## src/rtl/seq_bin2bcd.sv

```systemverilog
// Sequential double-dabble binary-to-BCD converter: one adjust/shift step per clock, valid/ready on both sides.
// Optional macro BCD_LZB_EN adds the registered leading-zero blanking output o_blank.
module seq_bin2bcd #(
   parameter int BIN_W  = 8,
   parameter int DIGITS = 3
) (
   input  logic                  clk,
   input  logic                  rst,
   input  logic                  i_valid,
   output logic                  o_ready,
   input  logic [BIN_W-1:0]      i_bin,
   output logic                  o_valid,
   input  logic                  i_ready,
   output logic [4*DIGITS-1:0]   o_bcd,
   output logic                  o_ovf
`ifdef BCD_LZB_EN
   ,
   output logic [DIGITS-1:0]     o_blank
`endif
);

   localparam int CNT_W = $clog2(BIN_W + 1);
   localparam int ACC_W = 4 * DIGITS;

   typedef enum logic [1:0] {
      S_IDLE  = 2'd0,
      S_SHIFT = 2'd1,
      S_DONE  = 2'd2
   } state_t;

   state_t             r_state;
   state_t             w_state_nxt;
   logic [BIN_W-1:0]   r_bin;
   logic [ACC_W-1:0]   r_acc;
   logic [CNT_W-1:0]   r_cnt;
   logic               r_ovf;
   logic               r_valid;
   logic               r_ready;
   logic [ACC_W-1:0]   r_bcd;
   logic               r_ovf_out;
   logic               w_load;
   logic               w_last;
   logic [ACC_W-1:0]   w_acc_adj;
   logic [ACC_W-1:0]   w_acc_shf;
   logic [BIN_W-1:0]   w_bin_shf;
   logic               w_ovf_nxt;

   // Each digit >= 5 gets +3 independently, so no carry crosses digit boundaries.
   function automatic logic [ACC_W-1:0] dabble_adj(input logic [ACC_W-1:0] acc);
      logic [ACC_W-1:0] res;
      res = acc;
      for (int d = 0; d < DIGITS; d++) begin
         if (acc[4*d +: 4] >= 4'd5) begin
            res[4*d +: 4] = acc[4*d +: 4] + 4'd3;
         end else begin
            res[4*d +: 4] = acc[4*d +: 4];
         end
      end
      return res;
   endfunction

`ifdef BCD_LZB_EN
   logic [DIGITS-1:0]  r_blank;

   function automatic logic [DIGITS-1:0] lz_blank(input logic [ACC_W-1:0] acc);
      logic [DIGITS-1:0] res;
      logic              zero_above;
      res        = '0;
      zero_above = 1'b1;
      for (int k = DIGITS - 1; k >= 1; k--) begin
         zero_above = zero_above && (acc[4*k +: 4] == 4'd0);
         res[k]     = zero_above;
      end
      return res;
   endfunction

   assign o_blank = r_blank;
`endif

   assign w_acc_adj = dabble_adj(r_acc);
   assign w_acc_shf = {w_acc_adj[ACC_W-2:0], r_bin[BIN_W-1]};
   assign w_bin_shf = r_bin << 1;
   // A set top bit after adjust is lost by the shift: the value no longer fits.
   assign w_ovf_nxt = r_ovf | w_acc_adj[ACC_W-1];

   assign o_ready = r_ready;
   assign o_valid = r_valid;
   assign o_bcd   = r_bcd;
   assign o_ovf   = r_ovf_out;

   // Next-state and load/last-step strobes.
   always_comb begin
      w_state_nxt = r_state;
      w_load      = 1'b0;
      w_last      = 1'b0;
      case (r_state)
         S_IDLE: begin
            if (i_valid && r_ready) begin
               w_state_nxt = S_SHIFT;
               w_load      = 1'b1;
            end else begin
               w_state_nxt = S_IDLE;
            end
         end
         S_SHIFT: begin
            if (r_cnt == CNT_W'(1)) begin
               w_state_nxt = S_DONE;
               w_last      = 1'b1;
            end else begin
               w_state_nxt = S_SHIFT;
            end
         end
         S_DONE: begin
            if (i_ready) begin
               w_state_nxt = S_IDLE;
            end else begin
               w_state_nxt = S_DONE;
            end
         end
         default: begin
            w_state_nxt = S_IDLE;
         end
      endcase
   end

   // State register.
   always_ff @(posedge clk or posedge rst) begin
      if (rst) begin
         r_state <= S_IDLE;
      end else begin
         r_state <= w_state_nxt;
      end
   end

   // Shift datapath, handshake flags and the held result registers.
   always_ff @(posedge clk or posedge rst) begin
      if (rst) begin
         r_bin     <= '0;
         r_acc     <= '0;
         r_cnt     <= '0;
         r_ovf     <= 1'b0;
         r_valid   <= 1'b0;
         r_ready   <= 1'b1;
         r_bcd     <= '0;
         r_ovf_out <= 1'b0;
`ifdef BCD_LZB_EN
         r_blank   <= '0;
`endif
      end else begin
         r_valid <= (w_state_nxt == S_DONE);
         r_ready <= (w_state_nxt == S_IDLE);
         if (w_load) begin
            r_bin <= i_bin;
            r_acc <= '0;
            r_ovf <= 1'b0;
            r_cnt <= CNT_W'(BIN_W);
         end else if (r_state == S_SHIFT) begin
            r_bin <= w_bin_shf;
            r_acc <= w_acc_shf;
            r_ovf <= w_ovf_nxt;
            r_cnt <= r_cnt - CNT_W'(1);
         end
         if (w_last) begin
            r_bcd     <= w_acc_shf;
            r_ovf_out <= w_ovf_nxt;
`ifdef BCD_LZB_EN
            r_blank   <= lz_blank(w_acc_shf);
`endif
         end
      end
   end

endmodule

```

## config.mk

```make
export PLATFORM = sky130hd
export DESIGN_NAME = seq_bin2bcd
export DESIGN_NICKNAME = d
export VERILOG_FILES = /design/src/rtl/seq_bin2bcd.sv
export SDC_FILE = /design/constraint.sdc
export NUM_CORES = 1
export LEC_CHECK = 0
export CELL_PAD_IN_SITES_DETAIL_PLACEMENT = 0
export CELL_PAD_IN_SITES_GLOBAL_PLACEMENT = 2
export CORE_AREA = 2 2 76 78
export CTS_CLUSTER_DIAMETER = 200
export DETAILED_ROUTE_END_ITERATION = 16
export DIE_AREA = 0 0 78 80
export GPL_TIMING_DRIVEN = 1
export HOLD_SLACK_MARGIN = 0.06
export PLACE_DENSITY = 0.85
export SLEW_MARGIN = 20
export SYNTH_ARGS = -nofsm -noshare
export SYNTH_HDL_FRONTEND = slang
export SYNTH_SLANG_ARGS = --single-unit
```

## constraint.sdc

```tcl
create_clock -name clk -period 3.2 [get_ports clk]
set_input_delay 0.32 -clock clk [delete_from_list [all_inputs] [get_ports clk]]
set_output_delay 0.32 -clock clk [all_outputs]
set_load 0.1 [all_outputs]
```

==> reports/qor.csv, run 1 <==
metric,value,unit
status,"complete, no violations",
CTS resizes,0,
# diodes,0,
grt ovf,0,
drt initial violations,49,
Row Count,27,
instance count on the critical path,1,
Crit path max-delay family,buffers and inverters,
GR peak layer,met2,
Fin Setup TNS,0,ns
"Area growth, synth to finish",19.82,%
met3 GRT Util,0.03959,
Sequential Area,1052,sq um
syn_nets,203,
Slew HR,0.3454,
"slowest stage delay, CP",1.14,ns
RR Startpoint,o_ready$_DFF_PP1_,
CTS root buf,clkbuf_8,
vias in the first global route,1451,
combined area of the multi-input logic cells,808.3,sq um
Avg Inst Size Synth,10.73,sq um
slowest cell on the critical path,clkdlybuf4s50_1,
"Max FO, Critical Path",2,
antenna-violating nets left,0,
pin count of the biggest net entering global routing,43,
register area share after synthesis,0.5360,
Die Ht,80,um
unrepaired setup endpoints after global routing,no,
clock skew after layout,0.005429,ns
Cells after Synth,183,
H-tree lvl count,2,
met1 Use GR,0.1652,
worst setup margin,1.083,ns
CP Data Required Time,2.88,ns
via count,1398,
post-DR vias/cell,4.975,
drt total wl,3.808,mm
Tightest Hold Check Type,input pin to async pin,
Core Area,5405,sq um
worst slack at placement,0.9615,ns
Max Fclk,472.4,MHz
worst reg2reg setup slack,1.23,ns
DPL Wire Length,2.558,mm
routed len/inst,13.55,um
Worst Setup SP,o_ovf$_DFFE_PP0P_,
CP Buf/Inv Count,1,
final setup vio count,0,
period utilisation layout,0.6615,
clock sink total,42,
critical path startpoint category,flip-flop,
RePlAce Congestion,0.7191,
crit path cell chain,clkdlybuf4s50_1,
Num CTS Buffers,5,
Ports,27,
initial core utilization,0.3632,
Max Cap Viol,0,
CTS tree,yes,
area of the die,6240,sq um
Critical R2R Capture,r_acc[3]$_DFFE_PP0P_,
DRC viols,0,
Worst Setup EP,o_ovf,
fin. max-slew vios,0,
Worst R2R Path Depth,4,
Critical Path AT,1.80,ns
clock transition at the registers of the reported paths,0.08,ns
synth unique cells,31,
hold-fix buffers at CTS,0,
Slew @ Worst Pin,0.9788,ns
Final Hold Vio Count,0,
gr usage total,0.1368,
PortBufs,26,
total setup buffers inserted after CTS,0,
Die X,78,um
layout filler cell count,542,
fraction of layout cells with a size suffix above 1,0.09091,
Yosys Warn Count,0,
drt pass-1 iters,5,
global-route met2 utilization,0.2336,
Placed Area,2261,sq um
minimum clock period,2.117,ns
first-pass GRT wire length,6.686,mm
design area,2352,sq um
Synth Register Bits,42,
Worst-Skew Late Latency,0.30,ns
Layout Nets,228,
clk buf depth,2,
Setup CP Type,flip-flop to output pin,
CP endpoint kind,output pin,
initial antenna violation count,0,
post-synthesis cell area,1963,sq um
==> cells by family after synthesis <==
kind of cell	after synthesis	synth area share
buffers and inverters	20	0.05226
adders and majority gates	8	0.05099
xor gates and xnor gates	4	0.01784
DFF	42	0.5360
muxes	8	0.04334
AOI/OAI and AO/OA	52	0.1740
and+or+nand+nor	49	0.1256
==> flip-flops by register name (all words and copies together), names as in the netlist <==
name     cells
r_acc       12
r_bin        8
o_ovf        1
r_ovf        1
r_cnt        4
o_valid      1
o_bcd       12
r_state      2
o_ready      1
==> synthesized netlist by cell type, drive strengths merged <==
cell / instances / area share
a22oi: 6 / 0.023
nand2b: 5 / 0.016
dfstp: 1 / 0.013
o22ai: 7 / 0.022
mux2i: 4 / 0.020
mux2: 4 / 0.023
dfrtp: 41 / 0.52
clkbuf: 2 / 0.0038
a21oi: 12 / 0.031
o31ai: 4 / 0.023
and4bb: 1 / 0.0064
a22o: 4 / 0.018
nor2b: 1 / 0.0032
buf: 8 / 0.029
nand2: 29 / 0.057
nor2: 4 / 0.0076
o21ai: 15 / 0.038
ha: 8 / 0.051
or2: 1 / 0.0032
o21bai: 1 / 0.0038
a32o: 3 / 0.015
xnor2: 4 / 0.018
inv: 10 / 0.019
nor4: 1 / 0.0032
nor3b: 7 / 0.029
==> metrics by stage <==
stage	hold slack, ns	utilization	cells
2_1_floorplan	0.4318	-	183
3_3_place_gp	0.4614	0.4183	273
3_5_place_dp	0.4670	0.4183	273
4_1_cts	0.4804	0.4352	281
5_1_grt	0.5121	0.4352	281
6_report	0.4476	0.4352	281
==> layout by cell type, fill, tap and decap left out, types with 3 or more instances in the layout <==
cell             count
o31ai_2              3
nor2_1               4
dfrtp_1             41
a22o_1               4
nor3b_1              6
mux2i_1              4
inv_1               10
mux2_2               3
o21ai_0             15
nand2_1             28
buf_4                3
nand2b_1             5
a21oi_1             12
clkbuf_8             6
xnor2_1              4
clkdlybuf4s50_1     25
a32o_1               3
a22oi_1              6
o22ai_1              7
ha_1                 8
==> routing by layer <==
layer | share of wire | vias up
met3 | 0.046 | 5
li1 | - | 690
met2 | 0.48 | 32
met5 | 0 | -
met1 | 0.46 | 671
met4 | 0.012 | 0
==> worst min path at each step <==
stage / end / slack (ns)
2_1_floorplan: o_ready$_DFF_PP1_ / 0.43
3_3_place_gp: o_bcd[9]$_DFFE_PP0P_ / 0.46
3_5_place_dp: r_bin[2]$_DFFE_PP0P_ / 0.47
4_1_cts: o_bcd[1]$_DFFE_PP0P_ / 0.48
5_1_grt: o_bcd[4]$_DFFE_PP0P_ / 0.51
6_report: o_bcd[1]$_DFFE_PP0P_ / 0.45
==> final cells by class <==
type	instances	share of cell area
clock buffers	7	0.03670
clock inverters	1	0.002128
inverters	10	0.01596
multi-input cells	121	0.3436
flip-flops and latches	42	0.4473
well taps	72	0.03830
repair buffers	28	0.1160
==> worst min-delay path, delay by kind of cell <==
kind	cells	cell delay, ns
buffers and inverters	3	0.87
Power of run 1 is not shown: default switching activity piles up to over one toggle a cycle in this logic, so the estimate is an artifact.
==> run 2: changes to the inputs <==
- CORE_AREA: 2 2 76 78 -> 2 2 78 80
- DIE_AREA: 0 0 78 80 -> 0 0 80 82
- PLACE_DENSITY: 0.85 -> 0.81
- clock period: 3.2 -> 2.1 ns (I/O delays scaled with it)
==> run 2 against run 1 <==
Net effect:
- worst setup slack got worse by 0.72 ns
- critical path depth rose by 4
- via count fell by 0.36%
- sequential share of layout area barely moved
==> reports/qor.csv, run 2 (synthesized netlist as in run 1, its figures left out) <==
metric,value,unit,change
Row Count,28,,+3.7%
Critical R2R Capture,r_cnt[2]$_DFFE_PP0P_,,
Slew @ Worst Pin,0.8110,ns,-0.1678 ns
CP endpoint kind,flip-flop,,
total setup buffers inserted after CTS,0,,unchanged
Worst-Skew Late Latency,0.30,ns,about the same
Die Ht,82,um,+2.5%
clock skew after layout,0.008139,ns,+0.002710 ns
vias in the first global route,1362,,-6.1%
Max Fclk,576.8,MHz,
Worst Setup EP,r_cnt[2]$_DFFE_PP0P_,,
gr usage total,0.1304,,-0.006389
grt ovf,0,,unchanged
RePlAce Congestion,0.7246,,+0.76%
Fin Setup TNS,0,ns,unchanged
Num CTS Buffers,5,,unchanged
drt pass-1 iters,3,,-2
# diodes,0,,unchanged
CP Data Required Time,2.32,ns,-0.56 ns
DRC viols,0,,unchanged
unrepaired setup endpoints after global routing,no,,
Layout Nets,232,,+1.8%
Max Cap Viol,0,,unchanged
Final Hold Vio Count,0,,unchanged
Worst R2R Path Depth,5,,+1
Worst Setup SP,r_state[0]$_DFF_PP0_,,
combined area of the multi-input logic cells,808.3,sq um,unchanged
area of the die,6560,sq um,+5.1%
Tightest Hold Check Type,input pin to async pin,,
first-pass GRT wire length,6.492,mm,-2.9%
Ports,27,,unchanged
clock sink total,42,,unchanged
H-tree lvl count,2,,unchanged
worst reg2reg setup slack,0.37,ns,-0.86 ns
Die X,80,um,+2.6%
most frequent cells in the layout,"dfrtp_1, nand2_1, buf_4, o21ai_0, a21oi_1",,
period utilisation layout,0.8256,,
CTS tree,yes,,
initial antenna violation count,0,,unchanged
Core Area,5746,sq um,+6.3%
layout filler cell count,616,,+14%
antenna-violating nets left,0,,unchanged
worst slack at placement,0.1943,ns,-0.7672 ns
"leading cell type in the layout, fill and taps excluded",dfrtp_1,,
"Area growth, synth to finish",19.95,%,
CTS root buf,clkbuf_8,,
minimum clock period,1.734,ns,
CTS resizes,0,,unchanged
Critical Path AT,1.96,ns,+0.16 ns
RR Startpoint,r_state[0]$_DFF_PP0_,,
initial core utilization,0.3417,,-0.02151
pin count of the biggest net entering global routing,43,,unchanged
Setup CP Type,flip-flop to flip-flop,,
clk buf depth,2,,unchanged
final setup vio count,0,,unchanged
drt total wl,3.796,mm,-0.32%
drt initial violations,82,,+67%
"Max FO, Critical Path",12,,+10
via count,1393,,-0.36%
Sequential Area,1052,sq um,unchanged
PortBufs,26,,unchanged
critical path startpoint category,flip-flop,,
fin. max-slew vios,0,,unchanged
routed len/inst,13.18,um,-2.7%
hold-fix buffers at CTS,0,,unchanged
post-DR vias/cell,4.837,,-2.8%
DPL Wire Length,2.596,mm,+1.5%
clock transition at the registers of the reported paths,0.09,ns,about the same
Finished Core Util,0.4098,,-0.02534
worst setup margin,0.3662,ns,-0.7169 ns
status,"complete, no violations",,
fraction of layout cells with a size suffix above 1,0.1784,,+0.08749
Slew HR,0.4574,,+0.1119
[run 2: worst max-delay path, cell delays in order (launching register included)]
cell     delay, ns
dfrtp_1       0.41
nor2b_1       0.14
buf_4         0.18
nor2_1        0.64
o21ai_0       0.19
o21ai_0       0.10
[run 2: final cells by class]
class | count | share of cell area
Clock buffer | 6 | 0.03507
Clock inverter | 2 | 0.005313
Inverter | 10 | 0.01594
Multi-Input combinational cell | 121 | 0.3433
Sequential cell | 42 | 0.4469
Tap cell | 75 | 0.03985
Timing Repair Buffer | 32 | 0.1137
[run 2: how the worst min path moves through the flow]
| stage | end | slack (ns) | start |
|---|---|---|---|
| 2_1_floorplan | r_bin[6]$_DFFE_PP0P_ | 0.33 | i_bin[6] |
| 3_3_place_gp | o_bcd[7]$_DFFE_PP0P_ | 0.46 | o_bcd[7]$_DFFE_PP0P_ |
| 3_5_place_dp | r_bin[1]$_DFFE_PP0P_ | 0.47 | r_bin[1]$_DFFE_PP0P_ |
| 4_1_cts | r_bin[0]$_DFFE_PP0P_ | 0.36 | rst |
| 5_1_grt | r_acc[3]$_DFFE_PP0P_ | 0.43 | rst |
| 6_report | r_bin[0]$_DFFE_PP0P_ | 0.35 | rst |
[run 2: metal layers]
layer | up-vias | wire length (um) | part of all wire | track usage
met3 | 6 | 134 | 0.035 | 0.03626
met5 | - | 0 | 0 | 0
met1 | 670 | 1806 | 0.48 | 0.1565
met4 | 0 | 74 | 0.019 | 0.05593
li1 | 696 | - | - | -
met2 | 21 | 1781 | 0.47 | 0.2200
[run 2: through the flow]
step	instances	hold slack (ns)	cell area, sq um
floorplan	183	0.3268	1963
global route	288	0.4329	2355
global placement	280	0.4643	2260
detailed placement	280	0.4684	2260
finish	288	0.3450	2355
CTS	288	0.3618	2355
Power of run 2 is left out for the same reason.
